## src/rtl/mem_arbiter_pkg.sv

```systemverilog
// mem_arbiter_pkg
// Shared definitions for the two-port RAM arbiter:
//   AW_DEFAULT / DW_DEFAULT : default RAM address and data widths
//   PORT_A / PORT_B         : port identifiers used by the arbiter and the
//                             in-flight tracking pipeline
//   trackEntry_t            : one stage of the in-flight tracking pipeline
package mem_arbiter_pkg;

  localparam int AW_DEFAULT = 8;
  localparam int DW_DEFAULT = 8;

  localparam logic PORT_A = 1'b0;
  localparam logic PORT_B = 1'b1;

  // One accepted transfer travelling towards the read-return cycle.
  typedef struct packed {
    logic valid;
    logic portId;
    logic isRead;
  } trackEntry_t;

endpackage

```

## src/rtl/rr_arb2.sv

```systemverilog
// rr_arb2
// Two-way round-robin arbiter with a one-bit priority pointer.
// Ports:
//   clk, reset          : clock, asynchronous active-high reset
//   i_req_a, i_req_b    : requests from port A / port B
//   o_gnt_a, o_gnt_b    : combinational grants (one-hot or zero)
module rr_arb2
  import mem_arbiter_pkg::*;
(
  input  logic clk,
  input  logic reset,
  input  logic i_req_a,
  input  logic i_req_b,
  output logic o_gnt_a,
  output logic o_gnt_b
);

  logic r_rr;

  // A lone requester wins immediately; on contention the pointer decides.
  // Grants are forced low while reset is asserted.
  always_comb begin
    o_gnt_a = 1'b0;
    o_gnt_b = 1'b0;
    if (!reset) begin
      if (i_req_a && (!i_req_b || r_rr == PORT_A)) begin
        o_gnt_a = 1'b1;
      end else if (i_req_b) begin
        o_gnt_b = 1'b1;
      end
    end
  end

  // Grants are only given to requesting ports, so a grant is an accepted
  // transfer; the pointer then favours the other port.
  always_ff @(posedge clk or posedge reset) begin
    if (reset) begin
      r_rr <= PORT_A;
    end else if (o_gnt_a) begin
      r_rr <= PORT_B;
    end else if (o_gnt_b) begin
      r_rr <= PORT_A;
    end
  end

endmodule

```

## src/rtl/mem_arbiter.sv

```systemverilog
// mem_arbiter
// Shares one synchronous single-port RAM between two requesters.
// Ports:
//   clk, reset                      : clock, asynchronous active-high reset
//   req_x, we_x, addr_x, wdata_x    : request, write enable, address, data
//   gnt_x                           : combinational accept
//   rvalid_x                        : one-cycle read-return pulse per port
//   rdata                           : shared read data (valid with rvalid_x)
//   mem_addr, mem_write, mem_wdata  : registered RAM command
//   mem_rdata                       : RAM read output, one cycle after read
module mem_arbiter
  import mem_arbiter_pkg::*;
#(
  parameter int AW = AW_DEFAULT,
  parameter int DW = DW_DEFAULT
) (
  input  logic          clk,
  input  logic          reset,
  input  logic          req_a,
  input  logic          req_b,
  input  logic          we_a,
  input  logic          we_b,
  input  logic [AW-1:0] addr_a,
  input  logic [AW-1:0] addr_b,
  input  logic [DW-1:0] wdata_a,
  input  logic [DW-1:0] wdata_b,
  output logic          gnt_a,
  output logic          gnt_b,
  output logic          rvalid_a,
  output logic          rvalid_b,
  output logic [DW-1:0] rdata,
  output logic [AW-1:0] mem_addr,
  output logic          mem_write,
  output logic [DW-1:0] mem_wdata,
  input  logic [DW-1:0] mem_rdata
);

  logic          w_xferA;
  logic          w_xferB;
  logic          w_xfer;
  logic          w_selWe;
  logic [AW-1:0] w_selAddr;
  logic [DW-1:0] w_selWdata;
  trackEntry_t   w_stageIn;

  logic [AW-1:0] r_memAddr;
  logic          r_memWrite;
  logic [DW-1:0] r_memWdata;
  trackEntry_t   r_stage1;
  trackEntry_t   r_stage2;

  rr_arb2 u_arb (
    .clk     (clk),
    .reset   (reset),
    .i_req_a (req_a),
    .i_req_b (req_b),
    .o_gnt_a (gnt_a),
    .o_gnt_b (gnt_b)
  );

  assign w_xferA = req_a & gnt_a;
  assign w_xferB = req_b & gnt_b;
  assign w_xfer  = w_xferA | w_xferB;

  // Steer the winning port's command onto the RAM side; A is the default
  // when nothing transfers, its value is ignored in that case.
  always_comb begin
    w_selWe    = we_a;
    w_selAddr  = addr_a;
    w_selWdata = wdata_a;
    if (w_xferB) begin
      w_selWe    = we_b;
      w_selAddr  = addr_b;
      w_selWdata = wdata_b;
    end
  end

  always_comb begin
    w_stageIn        = '0;
    w_stageIn.valid  = w_xfer;
    w_stageIn.portId = w_xferB ? PORT_B : PORT_A;
    w_stageIn.isRead = w_xfer & ~w_selWe;
  end

  // Address and data hold on idle cycles; only the write strobe drops.
  always_ff @(posedge clk or posedge reset) begin
    if (reset) begin
      r_memAddr  <= '0;
      r_memWrite <= 1'b0;
      r_memWdata <= '0;
    end else begin
      r_memWrite <= w_xfer & w_selWe;
      if (w_xfer) begin
        r_memAddr  <= w_selAddr;
        r_memWdata <= w_selWdata;
      end
    end
  end

  // Stage 1 lines up with the RAM command, stage 2 with the RAM read data,
  // so one transfer per cycle can be in flight without stalls.
  always_ff @(posedge clk or posedge reset) begin
    if (reset) begin
      r_stage1 <= '0;
      r_stage2 <= '0;
    end else begin
      r_stage1 <= w_stageIn;
      r_stage2 <= r_stage1;
    end
  end

  assign mem_addr  = r_memAddr;
  assign mem_write = r_memWrite;
  assign mem_wdata = r_memWdata;

  assign rvalid_a = r_stage2.valid & r_stage2.isRead & (r_stage2.portId == PORT_A);
  assign rvalid_b = r_stage2.valid & r_stage2.isRead & (r_stage2.portId == PORT_B);
  assign rdata    = mem_rdata;

endmodule

```

## config.mk

```make
export PLATFORM = sky130hd
export DESIGN_NAME = mem_arbiter
export DESIGN_NICKNAME = d
export VERILOG_FILES = /design/src/rtl/mem_arbiter_pkg.sv /design/src/rtl/rr_arb2.sv /design/src/rtl/mem_arbiter.sv
export SDC_FILE = /design/constraint.sdc
export NUM_CORES = 1
export LEC_CHECK = 0
export BUFFER_PORTS_ARGS = -buffer_cell sky130_fd_sc_hd__buf_4
export CORE_MARGIN = 2
export CORE_UTILIZATION = 35
export CTS_CLUSTER_DIAMETER = 120
export DETAILED_ROUTE_END_ITERATION = 16
export HOLD_SLACK_MARGIN = 0.1
export MAX_ROUTING_LAYER = met4
export PLACE_DENSITY = 0.68
export RECOVER_POWER = 100
export REMOVE_ABC_BUFFERS = 1
export SYNTH_ARGS = -nofsm -noshare
export SYNTH_HDL_FRONTEND = slang
export SYNTH_SLANG_ARGS = --single-unit
```

## constraint.sdc

```tcl
create_clock -name clk -period 1.6 [get_ports clk]
set_clock_uncertainty 0.2 [all_clocks]
set_input_delay 0.24 -clock clk [delete_from_list [all_inputs] [get_ports clk]]
set_output_delay 0.24 -clock clk [all_outputs]
set_load 0.02 [all_outputs]
```

# Word-level counts from Yosys, hierarchy flattened
# Index checks and enable logic that the tools add are counted.
# word_totals
register_bits	24
inputBits	46
output_inout_bits	29
elab_cells	36
# classes
mux	11
bitwise	11
reduce_logical	4
# op_table
operator	n
$mux W8	2
$mux W1	9
$and A1 B1 Y1	7
$not A1 Y1	3
$reduce_bool A2 Y1	1
$logic_and A1 B1 Y1	1
$logic_not A1 Y1	1
$logic_or A1 B1 Y1	1
$or A1 B1 Y1	1

# Longest topological paths before layout
# logic_depth
depth_word	9
depth_mapped	5

# By module
# Synthesis repeated with hierarchy kept, for this count alone.
# hier_totals
hier_cells	131
area_unflattened_um2	1465.2
# modules_own_cells
mod	instances	cells_each	area_per_inst_um2	seq_area_each_um2
mem_arbiter	1	123	1393.8	575.6
rr_arb2	1	8	71.3	25.0

# Worst setup path after synthesis
# No wires, ideal clock.
# synth_timing
path_type	input port to output port
start	input port reset
end	output port gnt_a
arrival_time_ns	1.270
t_required_ns	1.160
slack_ns	-0.110
cell_stages	3
path_cell_list	inv_1 -> nand2_1 -> a21oi_1
# synth_between
elab_chain_len	1
# synth_lines
item	line	rtl
start, declared	mem_arbiter.sv:18	input logic reset,
$mux W1	rr_arb2.sv:25	if (!reset) begin
end, declared	mem_arbiter.sv:27	output logic gnt_a,
# Every way passes these cells.

# Worst setup path in the final report
# layout_timing
start	register u_arb.r_rr
end	output port gnt_b
# layout_between
elab_chain_len	5
# layout_lines
item	line	rtl
start, declared	rr_arb2.sv:18	logic r_rr;
start signal, assigned	rr_arb2.sv:38	r_rr <= PORT_A;
start signal, assigned	rr_arb2.sv:40	r_rr <= PORT_B;
start signal, assigned	rr_arb2.sv:42	r_rr <= PORT_A;
$not A1 Y1	rr_arb2.sv:26	if (i_req_a && (!i_req_b || r_rr == PORT_A)) begin
$logic_or A1 B1 Y1	rr_arb2.sv:26	
$logic_and A1 B1 Y1	rr_arb2.sv:26	
$mux W1	rr_arb2.sv:26	
$mux W1	rr_arb2.sv:25	
end, declared	mem_arbiter.sv:28	output logic gnt_b,
# Every way passes these cells.

==> implementation parameters <==
Parameter                              Value

Timing
  Final setup viols    0
  Hold Violations, Final    0
  Worst hold-check slack    167 ps
  Max Fclk    626 MHz
  Headroom to the max-slew limit    57.7%
  Final-layout setup total negative slack    0 ps
  Setup repair after global routing missed its margin    true
  Max-slew violation count    0
  Shortest clock period the worst path allows after layout    1600 ps
  Smallest setup slack after layout    3.82 ps
  Period utilisation layout    99.8%
  Actual transition at the worst max-transition pin    635 ps

Clocking
  Clock-pin slew on the worst setup and hold paths    120 ps
  Clk Latency, worst-skew pair    300 ps
  CTS tree    built
  Root buffer selected by CTS    sky130_fd_sc_hd__clkbuf_4
  TritonCTS buffer count    3
  Worst-case clock buffer depth    2
  Number of sinks driven by the clock tree    24
  H-tree levels    1

Worst hold path
  Kind of path behind the tightest hold check    flop to flop
  Hold wc startpoint    r_stage1[0]

Floorplanning
  Die Outline Area    3890 µm²
  Die width    62.3 µm
  Initial core utilization    36.0%
  Standard cell core area    3310 µm²
  Number of placement rows    21
  I/O pins    75
  Height of the die    62.3 µm

Route
  First-pass detailed-route iteration total    4
  DR vias    1317
  Violation count after the first detailed-route iteration    94
  Vias per inst    5.05
  DRT antenna net count    0
  Routed wire length    4030 µm
  WL/cell    15.4 µm
  Remaining design rule violation count    0

Critical path
  Register-to-register path setup slack    50 ps
  CP required    1160 ps
  CP Capture Type    output port
  Arrival time reported for the critical path endpoint    1160 ps
  CP startpoint kind    flop
  Worst R2R Start    u_arb.r_rr
  CP Class    flop to output port
  Start point of the critical path    u_arb.r_rr
  Critical Path Fanout Max    2

Power
  Worst-case vdd ir drop    0.272 mV
  Reported leakage power    0.855 nW
  Pwr per Cell Area    796 nW/µm²

Global route
  Global routing usage summed across all routing layers    22.6%
  Sum of overflow across all layers after global routing    0
  Number of global-route vias before repair    1417
  Pin count of the biggest net entering global routing    36
  First-pass GRT wire length    6800 µm
  Initial antenna violation count    0

Placed design
  Final Wtd Congestion    0.752
  Total half-perimeter wirelength after legalization and detailed placement    2320 µm
  Number of input and output port buffers inserted    58
  Post-placement setup slack    209 ps

Logic synthesis
  Mapped cell area    1190 µm²
  Largest area contributor in the netlist    sky130_fd_sc_hd__dfrtp_1
  Synth top area share    50.4%
  Largest cells by area after synthesis    sky130_fd_sc_hd__dfrtp_1 50%, sky130_fd_sc_hd__a31oi_1 8.4%, sky130_fd_sc_hd__buf_4 7.6%
  Number of storage elements in the synthesis netlist    24
  Post-Synthesis Cells    127
  Unique masters post-synth    20
  Portion of the post-synthesis area used by sequential elements    50.4%
  Mean Syn Cell Area    9.38 µm²
  Number of warnings issued by yosys    0

Layout
  FILL cells    318
  NumNets Final    262
  Layout cells sized above 1    26.5%
  Inserted Diodes    0
  Layout overhead on the synthesized area    62.7%

Run
  Maximum capacitance violations    0

Status
  Result of the run    completed
-- timing repair --
action	4_1_cts	5_1_grt
hold buffers	37	0
setup endpoints to repair	1	2
gates resized for setup	4	2
buffers inserted	2	0
endpoints found under the hold margin	43	0
-- layer usage --
layer  global-route usage [%]  vias to the layer above  part of all wire [%]  routed length [µm]
met3                     5.07                       16                   6.1                 245
met2                     38.9                       75                    51                2050
met5                        -                        -                     0                   0
met1                     25.5                      615                    39                1570
met4                     9.72                        0                   4.0                 161
li1                         -                      611                     -                   -
-- worst max-delay path, cell delays in order (launching register included) --
cell and delay, ps:
sky130_fd_sc_hd__dfrtp_1 420, sky130_fd_sc_hd__nor2b_2 150, sky130_fd_sc_hd__buf_6 120, sky130_fd_sc_hd__nor2_2 30
sky130_fd_sc_hd__buf_6 130
-- placed cells by master, fill, tap and decap left out --
master                          netlist  routed
sky130_fd_sc_hd__inv_1                1       1
sky130_fd_sc_hd__buf_4               12      41
sky130_fd_sc_hd__o21ai_1              1       1
sky130_fd_sc_hd__clkbuf_8             0       1
sky130_fd_sc_hd__nand2b_1             2       2
sky130_fd_sc_hd__nand3_1             17      17
sky130_fd_sc_hd__clkbuf_1             0      18
sky130_fd_sc_hd__dfrtp_1             24      24
sky130_fd_sc_hd__nor2_1              19      18
sky130_fd_sc_hd__clkbuf_4             0       5
sky130_fd_sc_hd__a21boi_0             1       1
sky130_fd_sc_hd__and2b_1              1       1
sky130_fd_sc_hd__buf_6                4       3
sky130_fd_sc_hd__o21ai_0             17      17
sky130_fd_sc_hd__nor2b_2              1       1
sky130_fd_sc_hd__and3_1               2       2
sky130_fd_sc_hd__dlygate4sd3_1        0      36
sky130_fd_sc_hd__clkbuf_2             1       4
sky130_fd_sc_hd__a21oi_4              0       1
sky130_fd_sc_hd__a31oi_1             16      16
sky130_fd_sc_hd__nand2_1              3       3
sky130_fd_sc_hd__o21ba_1              1       1
sky130_fd_sc_hd__nor2_2               0       1
-- power by group --
group | internal (mW) | switching, mW
registers | 0.680 | 0.0400
logic | 0.231 | 0.285
clock network | 0.139 | 0.170
-- cell families after synthesis --
kind of cell / synth area share [%]
buffers and inverters: 14.2
and+or+nand+nor: 17.5
DFF: 50.4
AOI/OAI and AO/OA: 17.9
-- per-stage QoR --
stage | utilization, % | instances | power (mW) | area (µm²)
6_report | 58.5 | 261 | 1.54 | 1940
5_1_grt | 58.5 | 261 | 1.64 | 1940
4_1_cts | 61.3 | 261 | 1.60 | 2030
3_5_place_dp | 47.8 | 218 | 1.20 | 1580
3_3_place_gp | 47.8 | 218 | 1.18 | 1580
2_1_floorplan | - | 107 | 0.945 | 1030
-- Yosys cell counts --
cell type	instances
sky130_fd_sc_hd__dfrtp_1	24
sky130_fd_sc_hd__nor2_1	19
sky130_fd_sc_hd__nand3_1	17
sky130_fd_sc_hd__o21ai_0	17
sky130_fd_sc_hd__a31oi_1	16
sky130_fd_sc_hd__buf_4	12
sky130_fd_sc_hd__buf_6	4
sky130_fd_sc_hd__nand2_1	3
sky130_fd_sc_hd__and3_1	2
sky130_fd_sc_hd__buf_2	2
sky130_fd_sc_hd__nand2b_1	2
sky130_fd_sc_hd__a21boi_0	1
sky130_fd_sc_hd__a21oi_1	1
sky130_fd_sc_hd__and2b_1	1
sky130_fd_sc_hd__buf_8	1
sky130_fd_sc_hd__clkbuf_2	1
sky130_fd_sc_hd__inv_1	1
sky130_fd_sc_hd__nor2b_2	1
sky130_fd_sc_hd__o21ai_1	1
sky130_fd_sc_hd__o21ba_1	1
-- sequential cells by signal, summed over array words and instances (netlist names) --
| signal | flops |
|---|---|
| mem_addr | 8 |
| mem_wdata | 8 |
| mem_write | 1 |
| r_stage1 | 3 |
| r_stage2 | 3 |
| u_arb.r_rr | 1 |
-- final cells by class --
| type | count | area (µm²) | area share, % |
|---|---|---|---|
| sequential | 24 | 601 | 31.0 |
| clock buffer | 4 | 36.3 | 1.87 |
| multi-input combinational | 82 | 435 | 22.5 |
| tap | 46 | 57.6 | 2.97 |
| inverter | 1 | 3.75 | 0.194 |
| timing repair buffer | 104 | 805 | 41.5 |
-- final timing paths --
| check | to | cells after the start |
|---|---|---|
| max | gnt_b | 4 |
| min | r_stage2[0] | 0 |
| max reg2reg | mem_addr[4] | 5 |
| min reg2reg | r_stage2[0] | 0 |
| max in group asynchronous | r_stage2[2] | 5 |
| min in group asynchronous | mem_addr[2] | 5 |
No activity file was read; power rests on OpenSTA's default activity.
